## src/rtl/tdc_pair_pkg.sv

```systemverilog
// Shared types and counter widths for the TDC sample-pair differencer.
package tdc_pair_pkg;

  typedef enum logic [1:0] {
    IDLE   = 2'd0,
    HAVE_A = 2'd1,
    CALC   = 2'd2,
    OUT    = 2'd3
  } state_e;

  typedef enum logic {
    MODE_DIFF = 1'b0,
    MODE_SUM  = 1'b1
  } mode_e;

  localparam int DROP_CNT_W = 16;
  localparam int PAIR_CNT_W = 8;

endpackage

```

## src/rtl/tdc_pair_acc.sv

```systemverilog
// Averaging window for tdc_pair_diff: sums 2^LOG2_AVG signed pair results
// and reports the floor average when the window closes.
module tdc_pair_acc
  import tdc_pair_pkg::*;
#(
  parameter int W        = 37,
  parameter int LOG2_AVG = 3
) (
  input  logic       clk,
  input  logic       rst,
  input  logic       en,
  input  logic       mode,
  input  logic [W:0] r,
  output logic       done,
  output logic [W:0] avg
);

  localparam int AW    = W + 1 + LOG2_AVG;
  localparam int CNT_W = LOG2_AVG + 1;
  localparam logic [CNT_W-1:0] WIN_LEN = CNT_W'(2 ** LOG2_AVG);

  logic signed [AW-1:0] acc_q, acc_d;
  logic signed [AW-1:0] base_s, r_ext_s, sum_s;
  logic signed [W:0]    r_s;
  logic [CNT_W-1:0]     cnt_q, cnt_d, cnt_base_s, cnt_next_s;
  logic                 mode_q, mode_d, restart_s;

  // Window arithmetic; a mode change restarts the window with this pair.
  always_comb begin
    r_s       = $signed(r);
    r_ext_s   = r_s;
    restart_s = (cnt_q != {CNT_W{1'b0}}) && (mode != mode_q);
    if (restart_s) begin
      base_s     = {AW{1'b0}};
      cnt_base_s = {CNT_W{1'b0}};
    end else begin
      base_s     = acc_q;
      cnt_base_s = cnt_q;
    end
    sum_s      = base_s + r_ext_s;
    cnt_next_s = cnt_base_s + CNT_W'(1);
    done       = (cnt_next_s == WIN_LEN);
    // Arithmetic shift then truncation to W+1 bits is exactly this slice.
    avg        = sum_s[AW-1:LOG2_AVG];

    acc_d  = acc_q;
    cnt_d  = cnt_q;
    mode_d = mode_q;
    if (en) begin
      mode_d = mode;
      if (done) begin
        acc_d = {AW{1'b0}};
        cnt_d = {CNT_W{1'b0}};
      end else begin
        acc_d = sum_s;
        cnt_d = cnt_next_s;
      end
    end else begin
      mode_d = mode_q;
    end
  end

  // Window state registers.
  always_ff @(posedge clk or negedge rst) begin
    if (!rst) begin
      acc_q  <= {AW{1'b0}};
      cnt_q  <= {CNT_W{1'b0}};
      mode_q <= 1'b0;
    end else begin
      acc_q  <= acc_d;
      cnt_q  <= cnt_d;
      mode_q <= mode_d;
    end
  end

endmodule

```

## src/rtl/tdc_pair_diff.sv

```systemverilog
// Groups TDC samples into (A, B) pairs and emits B-A or A+B-OFFSET on a
// valid/ready port. Define TDC_PAIR_AVG_EN to average 2^LOG2_AVG pairs.
module tdc_pair_diff
  import tdc_pair_pkg::*;
#(
  parameter int         W        = 37,
  parameter logic [W:0] OFFSET   = '0,
  parameter int         LOG2_AVG = 3
) (
  input  logic                  clk,
  input  logic                  rst,
  input  logic                  in_valid,
  input  logic [W-1:0]          in_data,
  output logic                  in_ready,
  input  logic                  mode,
  output logic                  out_valid,
  input  logic                  out_ready,
  output logic [W:0]            out_data,
  output logic                  out_mode,
  output logic [DROP_CNT_W-1:0] drop_cnt,
  output logic [PAIR_CNT_W-1:0] pair_cnt
);

  if ((LOG2_AVG < 0) || (LOG2_AVG > 8)) begin : g_log2_avg_range
    $error("tdc_pair_diff: LOG2_AVG must be within 0..8");
  end

  state_e                state_q, state_d;
  logic [W-1:0]          a_q, a_d, b_q, b_d;
  mode_e                 mode_q, mode_d;
  mode_e                 out_mode_q, out_mode_d;
  logic [W:0]            out_data_q, out_data_d;
  logic [DROP_CNT_W-1:0] drop_q, drop_d;
  logic [PAIR_CNT_W-1:0] pair_q, pair_d;
  logic [W:0]            r_s, emit_data_s;
  logic                  in_ready_s, calc_s, emit_s;

  assign in_ready_s = (state_q == IDLE) || (state_q == HAVE_A);
  assign calc_s     = (state_q == CALC);

`ifdef TDC_PAIR_AVG_EN
  tdc_pair_acc #(
    .W        (W),
    .LOG2_AVG (LOG2_AVG)
  ) u_acc (
    .clk  (clk),
    .rst  (rst),
    .en   (calc_s),
    .mode (mode_q),
    .r    (r_s),
    .done (emit_s),
    .avg  (emit_data_s)
  );
`else
  assign emit_s      = 1'b1;
  assign emit_data_s = r_s;
`endif

  // Pair arithmetic at W+1 bits, wrapping, plus FSM next state and counters.
  always_comb begin
    if (mode_q == MODE_SUM) begin
      r_s = {1'b0, a_q} + {1'b0, b_q} - OFFSET;
    end else begin
      r_s = {1'b0, b_q} - {1'b0, a_q};
    end

    state_d    = state_q;
    a_d        = a_q;
    b_d        = b_q;
    mode_d     = mode_q;
    out_data_d = out_data_q;
    out_mode_d = out_mode_q;
    pair_d     = pair_q;
    drop_d     = drop_q;

    case (state_q)
      IDLE: begin
        if (in_valid) begin
          a_d     = in_data;
          mode_d  = mode_e'(mode);
          state_d = HAVE_A;
        end else begin
          state_d = IDLE;
        end
      end
      HAVE_A: begin
        if (in_valid) begin
          b_d     = in_data;
          state_d = CALC;
        end else begin
          state_d = HAVE_A;
        end
      end
      CALC: begin
        if (emit_s) begin
          out_data_d = emit_data_s;
          out_mode_d = mode_q;
          state_d    = OUT;
        end else begin
          state_d = IDLE;
        end
      end
      OUT: begin
        if (out_ready) begin
          pair_d  = pair_q + PAIR_CNT_W'(1);
          state_d = IDLE;
        end else begin
          state_d = OUT;
        end
      end
      default: begin
        state_d = IDLE;
      end
    endcase

    // The source cannot stall, so anything offered while busy is lost.
    if (in_valid && !in_ready_s) begin
      if (drop_q != {DROP_CNT_W{1'b1}}) begin
        drop_d = drop_q + DROP_CNT_W'(1);
      end else begin
        drop_d = drop_q;
      end
    end else begin
      drop_d = drop_q;
    end
  end

  // State, operand and output registers.
  always_ff @(posedge clk or negedge rst) begin
    if (!rst) begin
      state_q    <= IDLE;
      a_q        <= {W{1'b0}};
      b_q        <= {W{1'b0}};
      mode_q     <= MODE_DIFF;
      out_data_q <= {(W+1){1'b0}};
      out_mode_q <= MODE_DIFF;
      drop_q     <= {DROP_CNT_W{1'b0}};
      pair_q     <= {PAIR_CNT_W{1'b0}};
    end else begin
      state_q    <= state_d;
      a_q        <= a_d;
      b_q        <= b_d;
      mode_q     <= mode_d;
      out_data_q <= out_data_d;
      out_mode_q <= out_mode_d;
      drop_q     <= drop_d;
      pair_q     <= pair_d;
    end
  end

  assign in_ready  = in_ready_s;
  assign out_valid = (state_q == OUT);
  assign out_data  = out_data_q;
  assign out_mode  = out_mode_q;
  assign drop_cnt  = drop_q;
  assign pair_cnt  = pair_q;

endmodule

```

## config.mk

```make
export PLATFORM = sky130hd
export DESIGN_NAME = tdc_pair_diff
export DESIGN_NICKNAME = d
export VERILOG_FILES = /design/src/rtl/tdc_pair_pkg.sv /design/src/rtl/tdc_pair_acc.sv /design/src/rtl/tdc_pair_diff.sv
export SDC_FILE = /design/constraint.sdc
export NUM_CORES = 1
export LEC_CHECK = 0
export CELL_PAD_IN_SITES_DETAIL_PLACEMENT = 1
export CELL_PAD_IN_SITES_GLOBAL_PLACEMENT = 2
export CORE_ASPECT_RATIO = 1.75
export CORE_MARGIN = 2
export CORE_UTILIZATION = 41
export CTS_CLUSTER_DIAMETER = 50
export DETAILED_ROUTE_END_ITERATION = 8
export DONT_BUFFER_PORTS = 1
export PLACE_DENSITY = 0.83
export SYNTH_ARGS = -nofsm -noshare
export SYNTH_HDL_FRONTEND = slang
export SYNTH_HIERARCHICAL = 1
export SYNTH_SLANG_ARGS = --single-unit
```

## constraint.sdc

```tcl
create_clock -name clk -period 5.5 [get_ports clk]
set_input_delay 0.275 -clock clk [delete_from_list [all_inputs] [get_ports clk]]
set_output_delay 0.275 -clock clk [all_outputs]
set_load 0.02 [all_outputs]
```

## After elaboration in Yosys (flattened, before gate mapping)

Index checks and enable logic that the tools add are counted.

- Reductions and logical operators: 8
- $add $sub $neg: 4
- Mux-type cells: 5
- Equality and inequality tests: 4

Operators with widths:

| cell | count |
|---|---|
| 37-bit by 37-bit adder with 38-bit output | 1 |
| 38-bit two-way mux | 1 |
| 37-bit by 37-bit subtractor with 38-bit output | 1 |
| 16-bit by 1-bit adder with 16-bit output (second input constant) | 1 |
| 16-bit inequality test (second input constant) | 1 |
| 8-bit by 1-bit adder with 8-bit output (second input constant) | 1 |
| 2-bit case mux with 4 select lines | 1 |
| 2-bit AND reduction | 4 |
| 2-bit equality test (second input constant) | 2 |
| 2-bit two-way mux | 2 |
| 2-bit by 1-bit equality test with 1-bit output (second input constant) | 1 |
| 2-bit logical NOT | 1 |
| 1-bit logical AND | 1 |
| 1-bit logical NOT | 1 |
| 1-bit logical OR | 1 |
| 1-bit two-way mux | 1 |

- Word-level logic and storage cells: 29
- Output and inout port bits: 65
- Bits of input ports: 42
- Register bits: 140

## Longest topological paths before layout

- Word-level depth: 5
- Depth in mapped cells: 19

## Worst setup path after synthesis

OpenSTA, ideal clock, no wires.

- Kind: register to register
- From: register a_q[3]
- To: register out_data_q[36], in the netlist out_data[36]
- Stages on the path, launching flop included: 19
- Library setup time: 0.126 ns
- Slack: 1.273 ns
- Period minus slack after synthesis: 4.227 ns
- Data arrival time: 4.101 ns
- Path buffers: 1
- Path through: dfrtp_1 > or4_1 > or4_4 > nor2_4 > nand2_4 > nor3b_4 > a21oi_1 > xor2_1 > ha_1 > clkbuf_1 > nand4_1 > nor2_1 > a32oi_1 > a32oi_1 > o21ai_0 > o21a_1 > o31ai_1 > xnor2_1 > o21ai_0

- Cells in the longest elaborated chain, start to end: 2
- Elaborated cells between the ends (all ways): 3

RTL lines:

| item | line | source |
|---|---|---|
| start, declared | tdc_pair_diff.sv:29 | `logic [W-1:0] a_q, a_d, b_q, b_d;` |
| start signal, assigned | tdc_pair_diff.sv:132 | `a_q <= {W{1'b0}};` |
| 37-bit by 37-bit subtractor with 38-bit output or 37-bit by 37-bit adder with 38-bit output (tied branches) | tdc_pair_diff.sv:64, tdc_pair_diff.sv:62 |  |
| 38-bit two-way mux (*) | tdc_pair_diff.sv:61 | `if (mode_q == MODE_SUM) begin` |
| end signal, assigned | tdc_pair_diff.sv:135 | `out_data_q <= {(W+1){1'b0}};` |
| end signal, assigned | tdc_pair_diff.sv:144 | `out_data_q <= out_data_d;` |
| end, declared | tdc_pair_diff.sv:32 | `logic [W:0] out_data_q, out_data_d;` |

Mark *: on every way between the ends. The rest lies on a longest branch, timed or not.
A chain may end at the register's enable or synchronous reset.

## Final worst setup path

- From: register a_q[3]
- To: register out_data_q[32], in the netlist out_data[32]

The elaborated chain is that of the path after synthesis.

==> results.cfg <==
[run_status]
status = completed

[critical_path]
critPathMaxStageDelay_ns = 0.61
cp_max_fo = 7
path_cells = or4_1, or4_4, nor2_4, nand2_4, nor3b_4, nor2_1, xor2_1, ha_1, a21oi_1, o21ai_0, a32oi_1, nand2_1, o21ai_0, nor2_1, a21oi_1, nor3_1, a221o_1
required_ns = 5.80
critPathArrivalTime_ns = 5.25
start_kind = register
worstSetupEndpointType = register
path_class = register to register
slowest_stage = o21ai_0

[logic_synthesis]
netlist_area_sq_mm = 0.007916
synth.ff_latch_count = 140
synth_nets = 853
syn_area_per_cell_sq_um = 10.31
synth.area.top_cells = dfrtp_1 (44%), mux2_2 (11%), ha_1 (6.6%)
ys_top_cells_by_count = dfrtp_1 (140), mux2_2 (74), nand2_1 (69), o21ai_0 (61)
synth_top_cell_by_area = dfrtp_1
synth.distinct_cells = 52
synth_edf_count = 0
synthArstFlopShare_pct = 100.0
ys_seq_area_share_pct = 44.25
yosysTopAreaCellShare_pct = 44.25
synthFlopType = dfrtp_1
yosysWarnings = 6
synth_cells = 768
synth.most_common_cell = dfrtp_1

[placement]
dp_slack_ns = 0.5819
gp_congestion = 0.8833
port_buffers = 0
place_hpwl_um = 15330

[global_routing]
track_usage_pct = 21.55
grt_pass1_vias = 6742
grt_pass1_wl_um = 34270
overflow = 0
antenna_found_initial = 0
grt_max_degree = 141

[routing]
wl_um = 20770
route.detailed.drc = 0
dr_total_vias = 5978
avgViaCountPerCell = 5.650
first_pass_iters = 4
wl_per_cell_um = 19.63
ant_nets = 0
drt-initial-drc-count = 152

[worst_hold_path]
hp-class = input pin to register

[sta]
finalSetupTns_ns = 0
fmax_ghz = 0.2018
hold_violations = 0
finalSetupViolCount = 0
period_needed_ns = 4.955
timing.final.crit_share_pct = 90.10
timing.final.ws_setup_ns = 0.5446
maxSlewHeadroom_pct = 23.09
drv_slew = 0
rsz0062_at_grt = false
finClkSkew_ns = 0.01353
tightest_slew_ns = 1.152

[run]
cap_violations = 0

[layout]
final_util_pct = 48.64
syn_to_final_growth_pct = 16.91
final-seq-area_sq_mm = 0.003503
n_antenna_cell = 0
nFillCells = 2076
multi_input_area_sq_mm = 0.004248
layout.nets = 889
drive_above_1_share_pct = 14.93

[floorplan]
ios = 107
start_util_pct = 41.60
num_rows = 67
die_h_um = 187.8
die_area_sq_mm = 0.02048
die-width_um = 109.0
coreArea_sq_mm = 0.01903

[cts]
numCtsBuffers = 17
cts_tree = built
clkTransAtPathRegs_ns = 0.06
htreeDepth = 4
worstSkewPairLatency_ns = 0.43
clock_sinks = 140
clockBufferDepth = 2
cts_resized = 0
cts_root_buffer = clkbuf_16
what timing repair did:
item / CTS / global route
setup buffers: 0 / 0
hold buffers: 41 / 0
hold endpoints to repair: 213 / 0
cell usage in the layout (no fill, tap or decap), types with 37 or more instances in the layout:
| cell | n |
|---|---|
| xnor2_1 | 40 |
| nand2_1 | 69 |
| a21oi_1 | 52 |
| nor2_1 | 37 |
| dlygate4sd3_1 | 40 |
| dfrtp_1 | 140 |
| o21ai_0 | 61 |
| ha_1 | 42 |
| mux2_2 | 74 |
| xor2_1 | 52 |
metrics by stage:
step	instance area, sq um	cells	hold WS (ns)
after global placement	8135	985	-0.01341
after CTS	9255	1058	0.0006984
after detailed placement	8135	985	-0.01520
after global routing	9255	1058	0.005823
final	9255	1058	0.01728
after floorplan	7916	768	-0.02059
worst paths after layout:
kind / start / endpoint / slack, ns / cells past startpoint
max reg2reg: a_q[3] / out_data[32] / 0.54 / 17
min: in_data[3] / b_q[3] / 0.02 / 1
min reg2reg: b_q[35] / b_q[35] / 0.51 / 1
max: a_q[3] / out_data[32] / 0.54 / 17
min in group asynchronous: rst / pair_cnt[4] / 0.49 / 2
max in group asynchronous: rst / out_data[12] / 4.46 / 2
final cells by class:
cell class                      instances  share of cell area, %
Multi-Input combinational cell        586                  45.90
Sequential cell                       140                  37.85
Clock buffer                           22                  5.232
Timing Repair Buffer                   45                  4.948
Tap cell                              241                  3.258
Clock inverter                         10                  2.244
Inverter                               14                 0.5678
sequential cells by signal, summed over array words and instances, names as in the netlist:
register,cells
a_q,37
b_q,37
drop_cnt,16
mode_q,1
out_data,38
out_mode,1
pair_cnt,8
state_q,2
worst max-delay path: cells and delay by family (launching register included):
kind / cells / cell delay, ns
simple gates: 9 / 2.02
compound gates: 6 / 1.82
flops: 1 / 0.44
fa+ha+maj: 1 / 0.40
xor+xnor: 1 / 0.16
logic make-up (layout without fill, tap and decap cells):
family / Yosys count / count (layout) / synth area share, %
mux: 74 / 74 / 10.53
flops: 140 / 140 / 44.25
compound gates: 183 / 183 / 13.78
buf+inv: 42 / 91 / 2.244
fa+ha+maj: 43 / 43 / 6.891
xor+xnor: 92 / 92 / 10.18
simple gates: 194 / 194 / 12.12
routing by layer:
| metal | GRT usage, % | share of wire (%) |
|---|---|---|
| met2 | 40.61 | 57 |
| met3 | 4.101 | 3.6 |
| met1 | 22.53 | 37 |
| met4 | 8.974 | 3.0 |
| met5 | 0 | 0 |
Power is not shown: default switching activity piles up to over one toggle a cycle in this logic, so the estimate is an artifact.
